## src/rtl/seg_pkg.sv

```systemverilog
// Shared constants for the multiplexed 7-segment display bus: segment bit
// positions, the blank pattern and the hex-digit glyph table. The display
// encoder uses the same table, so encoder and read-back path cannot drift apart.
package seg_pkg;

    localparam int NUM_DIGITS = 8;

    // Bit positions within the 8-bit segment bus {a,b,c,d,e,f,g,dp}
    localparam int SEG_A  = 7;
    localparam int SEG_B  = 6;
    localparam int SEG_C  = 5;
    localparam int SEG_D  = 4;
    localparam int SEG_E  = 3;
    localparam int SEG_F  = 2;
    localparam int SEG_G  = 1;
    localparam int SEG_DP = 0;

    // Active-low glyphs over seg[7:1] = {a,b,c,d,e,f,g}
    localparam logic [6:0] SEG_BLANK = 7'b1111111;

    localparam logic [6:0] SEG_PAT_0 = 7'b0000001;
    localparam logic [6:0] SEG_PAT_1 = 7'b1001111;
    localparam logic [6:0] SEG_PAT_2 = 7'b0010010;
    localparam logic [6:0] SEG_PAT_3 = 7'b0000110;
    localparam logic [6:0] SEG_PAT_4 = 7'b1001100;
    localparam logic [6:0] SEG_PAT_5 = 7'b0100100;
    localparam logic [6:0] SEG_PAT_6 = 7'b0100000;
    localparam logic [6:0] SEG_PAT_7 = 7'b0001111;
    localparam logic [6:0] SEG_PAT_8 = 7'b0000000;
    localparam logic [6:0] SEG_PAT_9 = 7'b0001100;
    localparam logic [6:0] SEG_PAT_A = 7'b0001000;
    localparam logic [6:0] SEG_PAT_B = 7'b1100000;
    localparam logic [6:0] SEG_PAT_C = 7'b1110010;
    localparam logic [6:0] SEG_PAT_D = 7'b1000010;
    localparam logic [6:0] SEG_PAT_E = 7'b0110000;
    localparam logic [6:0] SEG_PAT_F = 7'b0111000;

    // Indexed by nibble value so the decoder can loop over it
    localparam logic [6:0] SEG_DIGITS [16] = '{
        SEG_PAT_0, SEG_PAT_1, SEG_PAT_2, SEG_PAT_3,
        SEG_PAT_4, SEG_PAT_5, SEG_PAT_6, SEG_PAT_7,
        SEG_PAT_8, SEG_PAT_9, SEG_PAT_A, SEG_PAT_B,
        SEG_PAT_C, SEG_PAT_D, SEG_PAT_E, SEG_PAT_F
    };

endpackage

```

## src/rtl/seg_pattern_decode.sv

```systemverilog
// Combinational inverse of the hex-digit glyph table: maps seg[7:1] back to a
// nibble and flags whether the glyph is a legal digit or an all-off blank.
module seg_pattern_decode
    import seg_pkg::*;
(
    input  logic [6:0] seg_i,
    output logic [3:0] nibble_o,
    output logic       legal_o,
    output logic       blank_o
);

    // Table lookup; nibble stays 0 for blank and unknown glyphs
    always_comb begin
        // NOTE: every output gets a default before the loop so no path leaves
        // it unassigned, which would otherwise infer a latch.
        nibble_o = 4'd0;
        legal_o  = 1'b0;
        blank_o  = (seg_i == SEG_BLANK);
        for (int d = 0; d < 16; d++) begin
            if (seg_i == SEG_DIGITS[d]) begin
                nibble_o = 4'(d);
                legal_o  = 1'b1;
            end
        end
    end

endmodule

```

## src/rtl/seg_scan_decoder.sv

```systemverilog
// Read-back monitor for the multiplexed 7-segment bus. Each {an,seg} pair must
// be seen on STABLE_CYCLES consecutive edges before it is captured, which
// rejects the short glitches that occur while the driver switches digits.
// Captured digits are decoded back to nibbles and reassembled into a 32-bit
// value; frame_done marks the point where every digit position has been seen.
module seg_scan_decoder
    import seg_pkg::*;
#(
    parameter int unsigned STABLE_CYCLES = 4   // legal range 2..255
)
(
    input  logic        clk,
    input  logic        rst,          // asynchronous, active-low
    input  logic [7:0]  an,
    input  logic [7:0]  seg,
    output logic [31:0] value,
    output logic [7:0]  digit_valid,
    output logic [7:0]  dp_mask,
    output logic        frame_done,
    output logic        bad_pattern,
    output logic        an_conflict
);

    localparam logic [7:0] CNT_SAT    = 8'(STABLE_CYCLES);
    localparam logic [7:0] CAPTURE_AT = 8'(STABLE_CYCLES - 1);

    // Filter state
    logic [15:0] prev_q;
    logic [7:0]  cnt_q, cnt_d;
    logic [7:0]  seen_q, seen_d;

    // Output registers
    logic [31:0] value_q, value_d;
    logic [7:0]  valid_q, valid_d;
    logic [7:0]  dp_q, dp_d;
    logic        frame_q, frame_d;
    logic        bad_q, bad_d;
    logic        conflict_q, conflict_d;

    logic [15:0] sample;
    logic        same;
    logic        capture;
    logic [7:0]  an_sel;
    logic        any_sel;
    logic        multi_sel;
    logic [7:0]  seen_upd;

    logic [3:0]  dec_nibble;
    logic        dec_legal;
    logic        dec_blank;

    seg_pattern_decode u_decode (
        .seg_i    (seg[SEG_A:SEG_G]),
        .nibble_o (dec_nibble),
        .legal_o  (dec_legal),
        .blank_o  (dec_blank)
    );

    assign sample    = {an, seg};
    assign same      = (sample == prev_q);
    // Fires once per stable run: the count saturates past CAPTURE_AT
    assign capture   = same && (cnt_q == CAPTURE_AT);
    assign an_sel    = ~an;
    assign any_sel   = |an_sel;
    // Clearing the lowest set bit leaves something only if two or more were set
    assign multi_sel = |(an_sel & (an_sel - 8'd1));
    assign seen_upd  = seen_q | an_sel;

    // Stability counter: restart at 1 on any change, saturate at STABLE_CYCLES
    always_comb begin
        if (!same)
            cnt_d = 8'd1;
        else if (cnt_q == CNT_SAT)
            cnt_d = cnt_q;
        else
            cnt_d = cnt_q + 8'd1;
    end

    // Capture handling: field updates, frame bookkeeping and error pulses
    always_comb begin
        value_d    = value_q;
        valid_d    = valid_q;
        dp_d       = dp_q;
        seen_d     = seen_q;
        frame_d    = 1'b0;
        bad_d      = 1'b0;
        conflict_d = 1'b0;

        if (capture && any_sel) begin
            if (multi_sel) begin
                conflict_d = 1'b1;
            end else begin
                if (seen_upd == 8'hFF) begin
                    frame_d = 1'b1;
                    seen_d  = 8'h00;
                end else begin
                    seen_d  = seen_upd;
                end
                dp_d    = (dp_q & ~an_sel) | (an_sel & {8{~seg[SEG_DP]}});
                valid_d = (valid_q & ~an_sel) | (an_sel & {8{dec_legal}});
                bad_d   = !dec_legal && !dec_blank;
                // Decoder already returns 0 for blank and unknown glyphs
                for (int i = 0; i < NUM_DIGITS; i++) begin
                    if (an_sel[i])
                        value_d[4*i +: 4] = dec_nibble;
                end
            end
        end
    end

    // State and output registers; prev resets to the blank bus value
    always_ff @(posedge clk or negedge rst) begin
        if (!rst) begin
            prev_q     <= 16'hFFFF;
            cnt_q      <= 8'd0;
            seen_q     <= 8'd0;
            value_q    <= 32'd0;
            valid_q    <= 8'd0;
            dp_q       <= 8'd0;
            frame_q    <= 1'b0;
            bad_q      <= 1'b0;
            conflict_q <= 1'b0;
        end else begin
            // NOTE: non-blocking assignments so every register samples the
            // pre-edge values, independent of statement order.
            prev_q     <= sample;
            cnt_q      <= cnt_d;
            seen_q     <= seen_d;
            value_q    <= value_d;
            valid_q    <= valid_d;
            dp_q       <= dp_d;
            frame_q    <= frame_d;
            bad_q      <= bad_d;
            conflict_q <= conflict_d;
        end
    end

    assign value       = value_q;
    assign digit_valid = valid_q;
    assign dp_mask     = dp_q;
    assign frame_done  = frame_q;
    assign bad_pattern = bad_q;
    assign an_conflict = conflict_q;

endmodule

```

## config.mk

```make
export PLATFORM = sky130hd
export DESIGN_NAME = seg_scan_decoder
export DESIGN_NICKNAME = d
export VERILOG_FILES = /design/src/rtl/seg_pkg.sv /design/src/rtl/seg_pattern_decode.sv /design/src/rtl/seg_scan_decoder.sv
export SDC_FILE = /design/constraint.sdc
export NUM_CORES = 1
export LEC_CHECK = 0
export CAP_MARGIN = 20
export CORE_MARGIN = 4
export CORE_UTILIZATION = 50
export DETAILED_ROUTE_END_ITERATION = 10
export HOLD_SLACK_MARGIN = 0.15
export PLACE_DENSITY = 0.76
export SYNTH_ARGS = -nofsm -noshare
export SYNTH_HDL_FRONTEND = slang
export SYNTH_SLANG_ARGS = --single-unit
```

## constraint.sdc

```tcl
create_clock -name clk -period 3.22 [get_ports clk]
set_input_delay 0.805 -clock clk [delete_from_list [all_inputs] [get_ports clk]]
set_output_delay 0.805 -clock clk [all_outputs]
set_load 0.005 [all_outputs]
```

==> flow_metrics.tcl <==
set metrics [dict create \
    status "completed" \
    clkSinkCount 83 \
    min_period_over_period_pct 86.2 \
    mappedNetlistNets 325 \
    grt_usage_pct 18.9 \
    worst_pin_slew_ns 0.442 \
    cts-htree-levels 3 \
    p_per_area_nw_per_um2 384 \
    cts_resized 0 \
    async_flop_share_pct 100 \
    vdd_drop_max_mv 0.348 \
    hold_viol 0 \
    io_buffers 68 \
    clk_pin_slew_ns 0.09 \
    final_cell_mix "dfrtp_1 (67), clkdlybuf4s50_1 (67), buf_4 (31), mux2_2 (28), xor2_1 (23)" \
    hp-class "primary input to async pin" \
    syn_area_um2 3940 \
    drive_gt1_share_pct 28.3 \
    post_layout_nonfiller_instances 509 \
    grt_first_pass_wirelength_um 14400 \
    max_stage_delay_ns 0.51 \
    fin_crit_ns 2.78 \
    wl_per_cell_um 16.6 \
    slowest_stage "clkdlybuf4s50_1" \
    multi_input_area_um2 1680 \
    pin_count 69 \
    numCtsBuffers 9 \
    drt_iter0_drc 215 \
    ant_nets 0 \
    gp_congestion 0.851 \
    postCtsSetupBuffers 0 \
    rows 32 \
    syn_avg_cell_area_um2 12.9 \
    p_leak_uw 0.00239 \
    fin_skew_ns 0.0123 \
    synth_ff_type "dfrtp_1" \
    worstSetupEndpointType "register" \
    synth_cell_type_count 49 \
    drt_drc_violations_left 0 \
    synth_area_leaders "dfrtp_1 (43%), dfstp_2 (11%), mux2_2 (8.0%), nor4_4 (5.9%), xor2_1 (5.1%)" \
    die_w_um 96.8 \
    cap_violations 0 \
    area_growth_pct 31.3 \
    yosysSeqAreaShare_pct 53.2 \
    rsz0062_at_grt "no" \
    n_antenna_cell 0 \
    synth_seq_cells 83 \
    fill_cells 581 \
    fin_nets 422 \
    grt_pass1_vias 2847 \
    postSynthCellCount 305 \
    cts_hold_buf 0 \
    overflow 0 \
    worst-setup-path-type "primary input to register" \
    dp.cells 492 \
    crit_path_frequent_cell "and4_1" \
    die_h_um 96.8 \
    vias_per_cell 5.28 \
    grt_max_degree 84 \
    drv_slew 0 \
    synth_top_area_share_pct 42.6 \
    start_kind "primary input" \
    synth_top_area_cell "dfrtp_1" \
    setup_viol 0 \
    dpl.hpwl_um 5970 \
    drtPass1Iterations 4 \
    ys_warn_count 0 \
    setup_tns_ns 0 \
    cts_tree "yes" \
    antenna_found_initial 0 \
    clockBufferDepth 2 \
    initial_core_util_pct 51.2 \
    core_um2 7690 \
    clkLatencyLatePin_ns 0.36 \
    synth-edff-count 0 \
    path_cells "clkdlybuf4s50_1 -> and4_1 -> and4_1 -> a21o_1 -> buf_12 -> nor4_4 -> buf_4 -> mux2_1" \
    root_buffer "clkbuf_8" \
    register_area_um2 2100 \
    wl_um 8440 \
    p_total_uw 1990 \
    relSlewSlack_pct 70.1 \
    cp_max_fo 7 \
    reg2reg_slack_ns 0.88 \
    critical_path_required_ns 3.45 \
    worstPathArrival_ns 3.01 \
    dieArea_um2 9360 \
    vias 2686 \
    fmax_ghz 0.360 \
]
## cell families after synthesis
logic type,count (synthesis),synth area share [%]
AOI/OAI and AO/OA,30,5.37
xor gates and xnor gates,24,5.34
adders and majority gates,3,0.889
buffers and inverters,36,4.00
DFF,83,53.2
muxes,48,13.9
and+or+nand+nor,81,17.2
## synth_stat cells, types with 3 or more instances
library cell  number
nand3_1            9
mux2_4             5
buf_2              6
o21a_1             8
a21o_1             3
nor2_1            13
nand4b_1           3
nand2_1            7
o22ai_1            5
xor2_1            23
and4_1             3
nor3_1             6
mux2_1             7
dfrtp_1           67
inv_1             19
dfstp_2           16
nand2b_1           4
nand4_1            3
nor4_1             5
and3_1             4
clkbuf_1           8
nor4_4            11
mux2_2            28
a21oi_1            4
mux2i_1            8
## stage by stage
stage                     utilization, %  setup WS (ns)  hold WS [ns]  instance area (um2)
after floorplan                        -          0.423         0.464                 3940
final                               67.3          0.445         0.252                 5170
after global placement              64.4         0.0942         0.476                 4950
after CTS                           66.9          0.444         0.501                 5140
after global routing                67.3          0.336         0.235                 5170
after detailed placement            64.4         0.0701         0.480                 4950
## report_power, final
part	switching, uW	internal, uW	total (uW)
Sequential	4.14	1060	1060
Clock	391	364	755
Combinational	100	68.2	169
Total	496	1490	1990
## layout make-up
class | count | area share [%]
clock inverters | 7 | 1.43
repair buffers | 102 | 19.2
multi-input cells | 186 | 32.6
well taps | 102 | 2.47
flip-flops and latches | 83 | 40.5
inverters | 20 | 1.45
clock buffers | 9 | 2.39
## path summary, 6_finish.rpt
check	cells past startpoint	to	start
min in group clk	1	seen_q[5]$_DFFE_PN0P_	seen_q[5]$_DFFE_PN0P_
min	1	value[20]$_DFFE_PN0P_	rst
max	8	value[2]$_DFFE_PN0P_	an[5]
max in group asynchronous	2	prev_q[13]$_DFF_PN1_	rst
max reg2reg	7	value[2]$_DFFE_PN0P_	cnt_q[4]$_DFFE_PN0P_
min reg2reg	1	seen_q[5]$_DFFE_PN0P_	seen_q[5]$_DFFE_PN0P_
## metal layers
layer	up-vias	routed length, um	track usage [%]
met5	-	0	0
met4	0	108	6.16
met3	11	406	4.33
met2	76	3960	29.5
met1	1311	3970	26.3
li1	1288	-	-
## critical path: cells and delay by family
family / cells / cell delay (ns)
muxes: 1 / 0.34
AOI/OAI and AO/OA: 1 / 0.31
and+or+nand+nor: 3 / 0.64
buffers and inverters: 3 / 0.91
Power figures use the tool's default switching activity.
